`src/rtl/riscv_mem_defs.sv`:
```
// Shared encodings for the unified instruction/data memory arbiter.
// Latency: n/a (definitions only). Backpressure: n/a.
package riscv_mem_defs;

  typedef enum logic [1:0] {
    IDLE = 2'd0,
    BUSY = 2'd1,
    RESP = 2'd2
  } state_t;

  typedef enum logic {
    GNT_IF = 1'b0,
    GNT_DM = 1'b1
  } gnt_t;

  localparam int DEF_TIMEOUT       = 255;
  localparam int DEF_MAX_DM_STREAK = 4;

endpackage

```
`src/rtl/mem_watchdog.sv`:
```
// Counts enabled cycles and flags expiry on the TIMEOUT-th one; TIMEOUT=0 never expires.
// Latency: expire is combinational from the count. Backpressure: none, holds at expiry until cleared.
module mem_watchdog #(
  parameter int TIMEOUT = 255
) (
  input  logic clk,
  input  logic rst,
  input  logic clr,
  input  logic en,
  output logic expire
);

  localparam int CNT_W = (TIMEOUT < 2) ? 1 : $clog2(TIMEOUT + 1);
  localparam logic [CNT_W-1:0] LAST = CNT_W'((TIMEOUT > 0) ? TIMEOUT - 1 : 0);

  logic [CNT_W-1:0] cnt_q;

  // The first enabled cycle sees a count of 0, so expiry lands on cycle TIMEOUT.
  assign expire = (TIMEOUT > 0) && en && (cnt_q == LAST);

  always_ff @(posedge clk or posedge rst) begin
    if (rst) begin
      cnt_q <= '0;
    end else if (clr) begin
      cnt_q <= '0;
    end else if (en && !expire) begin
      cnt_q <= cnt_q + 1'b1;
    end
  end

endmodule

```
`src/rtl/unified_mem_arbiter.sv`:
```
// Arbitrates one single-ported memory between fetch (IF) and load/store (DM), DM first with a streak cap.
// Latency: ready two or more cycles after req is seen in IDLE. Backpressure: requesters stall on held req until ready.
module unified_mem_arbiter
  import riscv_mem_defs::*;
#(
  parameter int ADDR_W        = 32,
  parameter int DATA_W        = 32,
  parameter int MAX_DM_STREAK = DEF_MAX_DM_STREAK,
  parameter int TIMEOUT       = DEF_TIMEOUT
) (
  input  logic                clk,
  input  logic                rst,
  input  logic                if_req,
  input  logic [ADDR_W-1:0]   if_addr,
  output logic [DATA_W-1:0]   if_rdata,
  output logic                if_ready,
  input  logic                dm_req,
  input  logic                dm_we,
  input  logic [ADDR_W-1:0]   dm_addr,
  input  logic [DATA_W-1:0]   dm_wdata,
  input  logic [DATA_W/8-1:0] dm_wstrb,
  output logic [DATA_W-1:0]   dm_rdata,
  output logic                dm_ready,
  output logic                mem_req,
  output logic                mem_we,
  output logic [ADDR_W-1:0]   mem_addr,
  output logic [DATA_W-1:0]   mem_wdata,
  output logic [DATA_W/8-1:0] mem_wstrb,
  input  logic [DATA_W-1:0]   mem_rdata,
  input  logic                mem_ack,
  output logic                err
);

  localparam int STREAK_W = $clog2(MAX_DM_STREAK + 1);
  localparam logic [STREAK_W-1:0] STREAK_MAX = STREAK_W'(MAX_DM_STREAK);

  state_t              state_q, state_d;
  gnt_t                gnt_q, gnt_d;
  logic [STREAK_W-1:0] streak_q, streak_d;
  logic                grant;
  logic                busy;
  logic                wd_expire;
  logic                done;

  assign busy    = (state_q == BUSY);
  assign mem_req = busy;
  assign done    = busy && (mem_ack || wd_expire);

  mem_watchdog #(
    .TIMEOUT(TIMEOUT)
  ) u_watchdog (
    .clk   (clk),
    .rst   (rst),
    .clr   (!busy),
    .en    (busy),
    .expire(wd_expire)
  );

  always_comb begin
    state_d  = state_q;
    gnt_d    = gnt_q;
    streak_d = streak_q;
    grant    = 1'b0;
    case (state_q)
      IDLE: begin
        if (dm_req && ((streak_q < STREAK_MAX) || !if_req)) begin
          grant   = 1'b1;
          gnt_d   = GNT_DM;
          state_d = BUSY;
          // Only DM wins that keep IF waiting count toward the streak.
          if (!if_req) begin
            streak_d = '0;
          end else if (streak_q != STREAK_MAX) begin
            streak_d = streak_q + 1'b1;
          end
        end else begin
          streak_d = '0;
          if (if_req) begin
            grant   = 1'b1;
            gnt_d   = GNT_IF;
            state_d = BUSY;
          end
        end
      end
      BUSY: begin
        if (mem_ack || wd_expire) begin
          state_d = RESP;
        end
      end
      RESP: begin
        state_d = IDLE;
      end
      default: begin
        state_d = IDLE;
      end
    endcase
  end

  always_ff @(posedge clk or posedge rst) begin
    if (rst) begin
      state_q   <= IDLE;
      gnt_q     <= GNT_IF;
      streak_q  <= '0;
      mem_we    <= 1'b0;
      mem_addr  <= '0;
      mem_wdata <= '0;
      mem_wstrb <= '0;
      if_rdata  <= '0;
      dm_rdata  <= '0;
      if_ready  <= 1'b0;
      dm_ready  <= 1'b0;
      err       <= 1'b0;
    end else begin
      state_q  <= state_d;
      gnt_q    <= gnt_d;
      streak_q <= streak_d;
      if_ready <= 1'b0;
      dm_ready <= 1'b0;
      err      <= 1'b0;
      if (grant) begin
        if (gnt_d == GNT_DM) begin
          mem_we    <= dm_we;
          mem_addr  <= dm_addr;
          mem_wdata <= dm_wdata;
          mem_wstrb <= dm_wstrb;
        end else begin
          mem_we    <= 1'b0;
          mem_addr  <= if_addr;
          mem_wdata <= '0;
          mem_wstrb <= '0;
        end
      end
      // An ack in the expiry cycle still counts as a normal completion.
      if (done) begin
        err <= !mem_ack;
        if (gnt_q == GNT_DM) begin
          dm_ready <= 1'b1;
          dm_rdata <= mem_ack ? mem_rdata : '0;
        end else begin
          if_ready <= 1'b1;
          if_rdata <= mem_ack ? mem_rdata : '0;
        end
      end
    end
  end

endmodule

```
`config.mk`:
```
export PLATFORM = sky130hd
export DESIGN_NAME = unified_mem_arbiter
export DESIGN_NICKNAME = d
export VERILOG_FILES = /design/src/rtl/riscv_mem_defs.sv /design/src/rtl/mem_watchdog.sv /design/src/rtl/unified_mem_arbiter.sv
export SDC_FILE = /design/constraint.sdc
export NUM_CORES = 1
export LEC_CHECK = 0
export ABC_AREA = 1
export BUFFER_PORTS_ARGS = -buffer_cell sky130_fd_sc_hd__buf_2
export CORE_MARGIN = 2
export CORE_UTILIZATION = 50
export DETAILED_ROUTE_END_ITERATION = 10
export MAX_ROUTING_LAYER = met4
export PLACE_DENSITY_LB_ADDON = 0.15
export SYNTH_ARGS = -nofsm -noshare
export SYNTH_HDL_FRONTEND = slang
export SYNTH_HIERARCHICAL = 1
export SYNTH_SLANG_ARGS = --single-unit
```
`constraint.sdc`:
```
create_clock -name clk -period 12.75 [get_ports clk]
set_clock_uncertainty 0.15 [all_clocks]
set_input_delay 1.9125 -clock clk [delete_from_list [all_inputs] [get_ports clk]]
set_output_delay 1.9125 -clock clk [all_outputs]
set_load 0.1 [all_outputs]
```
==> flow_summary.ini <==
[sta]
rsz0062_at_grt = false
setup_viol = 0
slew_viol_final = 0
max_slew_margin = 0.201
hold_violations = 0
min_period_ns = 3.79
fin_setup_tns_ns = 0
fmax_ghz = 0.264
worst_pin_slew_ns = 1.20
fin_crit_sh = 0.297

[placement]
gp_congestion = 0.847
dp.cells = 1199
placed_area_sq_mm = 0.00798
hpwl_mm = 11.7
port_buffers = 274

[cts]
cts_tree = yes
cts.sinks = 150
clock-root-buffer = clkbuf_16
insertion_delay_ns = 0.41
postCtsSetupBuffers = 0
hold_buffers = 0
cts_resized = 0
cts_buffers = 17
cts_buffer_depth = 2
cts_htree_levels = 4
clkTransAtPathRegs_ns = 0.06

[global_route]
grt_start_max_net_pins = 76
grt_pass1_wl_mm = 28.0
grt_use_total = 0.255
overflow = 0
antenna_found_initial = 0
grt_pass1_vias = 5686

[synth]
async_reset_ff_frac = 1.00
synth_fp_nets = 939
yosys_register_bits = 150
postSynthCellCount = 797
synthFlopType = dfrtp_1
synth_common_cells = nand2_1, dfrtp_1, inv_1
synth.most_common_cell = nand2_1
synth-edff-count = 0
synth_area_per_cell_sq_um = 8.25
synth.area.top_cells = dfrtp_1, nand2_1, nand3_1
synth_cell_type_count = 26
ys_seq_area_frac = 0.571
yosysTopAreaCell = dfrtp_1
synthesis.area_sq_mm = 0.00657
synth_top_area_frac = 0.571
yosysWarningCount = 6

[status]
outcome = complete, no violations

[worst_setup_path]
crit_type = reg2out
reg2reg_depth = 5
critPathArrivalTime_ns = 1.72
startpoint = state_q[1]
required_ns = 10.69
cp-start-kind = flip-flop
ff2ff_setup_slack_ns = 9.72
crit_path_end_kind = output port
crit_fanout = 8
crit_end = mem_req
r2r_start = state_q[0]
r2r_end = mem_addr[0]

[floorplan]
dieArea_sq_mm = 0.0141
die_y_um = 119
core-area_sq_mm = 0.0127
ios = 275
dieWidth_um = 119
start_util = 0.517
num_rows = 41

[cells_and_area]
antenna_cells = 0
drive_gt1_frac = 0.302
fin_area_sq_mm = 0.00856
num-nets-final = 1188
area_delta_synth_final_pct = 30.2
instances_no_fill = 1229
fillers = 1133

[route]
dr.pass1.iters = 6
routed_wl_mm = 17.1
via_count = 6019
drtIter0Drc = 402
drc = 0
ant_nets = 0
detail_route.wl_per_cell_um = 13.9
via_per_inst = 4.90

[flow_run]
max-cap-violations = 0

[hold_path]
holdCritPathClass = reg2reg
## registers in the layout (all words and copies together), names as in the netlist, named ones only
| name | flops |
|---|---|
| if_rdata | 32 |
| state_q | 2 |
| mem_wstrb | 4 |
| streak_q | 3 |
| u_watchdog/cnt_q | 8 |
| mem_we | 1 |
| dm_rdata | 32 |
| if_ready | 1 |
| dm_ready | 1 |
| err | 1 |
| mem_wdata | 32 |
| mem_addr | 32 |
## logic make-up after synthesis
group,after synthesis,share of synthesized area
XOR/XNOR,2,0.00267
adder cells (fa/ha/maj),4,0.00762
AND/OR/NAND/NOR,401,0.252
buffers and inverters,134,0.0838
flip-flops,150,0.571
AO/OA/AOI/OAI,106,0.0826
## metrics by stage
| stage | setup WS [ns] | hold slack, ns | util |
|---|---|---|---|
| 3_5_place_dp | 8.58 | 0.303 | 0.627 |
| 5_1_grt | 8.78 | 0.341 | 0.673 |
| 3_3_place_gp | 8.63 | 0.299 | 0.627 |
| 6_report | 8.96 | 0.314 | 0.673 |
| 2_1_floorplan | 6.88 | 0.340 | - |
| 4_1_cts | 8.96 | 0.317 | 0.673 |
## how the worst min path moves through the flow
stage	startpoint	to	depth (start not counted)
4_1_cts	mem_wdata[20]	mem_wdata[20]	2
2_1_floorplan	u_watchdog/cnt_q[7]	u_watchdog/cnt_q[7]	2
6_report	mem_wdata[1]	mem_wdata[1]	2
3_3_place_gp	mem_wdata[10]	mem_wdata[10]	2
5_1_grt	mem_wdata[25]	mem_wdata[25]	2
3_5_place_dp	mem_wdata[22]	mem_wdata[22]	2
## placed cells by master, fill, tap and decap left out, types with 3 or more instances in the layout
cell / n
nand3_1: 79
clkbuf_16: 17
inv_1: 84
nand4_1: 3
nand2_2: 4
o21ai_1: 60
nand2_1: 297
nor2_1: 11
clkinv_2: 3
buf_2: 274
dfrtp_1: 150
o21ai_0: 40
clkinv_4: 3
bufinv_16: 3
clkbuf_1: 3
ha_1: 4
nand2_4: 3
## worst max-delay path, stage by stage, from the launching register on
cell and delay (ns):
dfrtp_1 0.40, inv_1 0.07, nand2_2 0.14, inv_1 0.22
buf_2 0.47
## cell type report
| class | count | area (sq um) | area share |
|---|---|---|---|
| repair buffers | 276 | 1390 | 0.162 |
| inverters | 88 | 345 | 0.0403 |
| multi-input cells | 513 | 2280 | 0.266 |
| clock buffers | 21 | 450 | 0.0526 |
| well taps | 172 | 215 | 0.0251 |
| clock inverters | 9 | 129 | 0.0151 |
| flip-flops and latches | 150 | 3750 | 0.438 |
## layer usage
layer	vias to the layer above	global-route usage	part of all wire
li1	2988	-	-
met1	2764	0.323	0.43
met2	226	0.402	0.49
met3	41	0.0574	0.061
met4	0	0.0990	0.027
met5	-	-	0
Power is not shown: default switching activity piles up to over one toggle a cycle in this logic, so the estimate is an artifact.
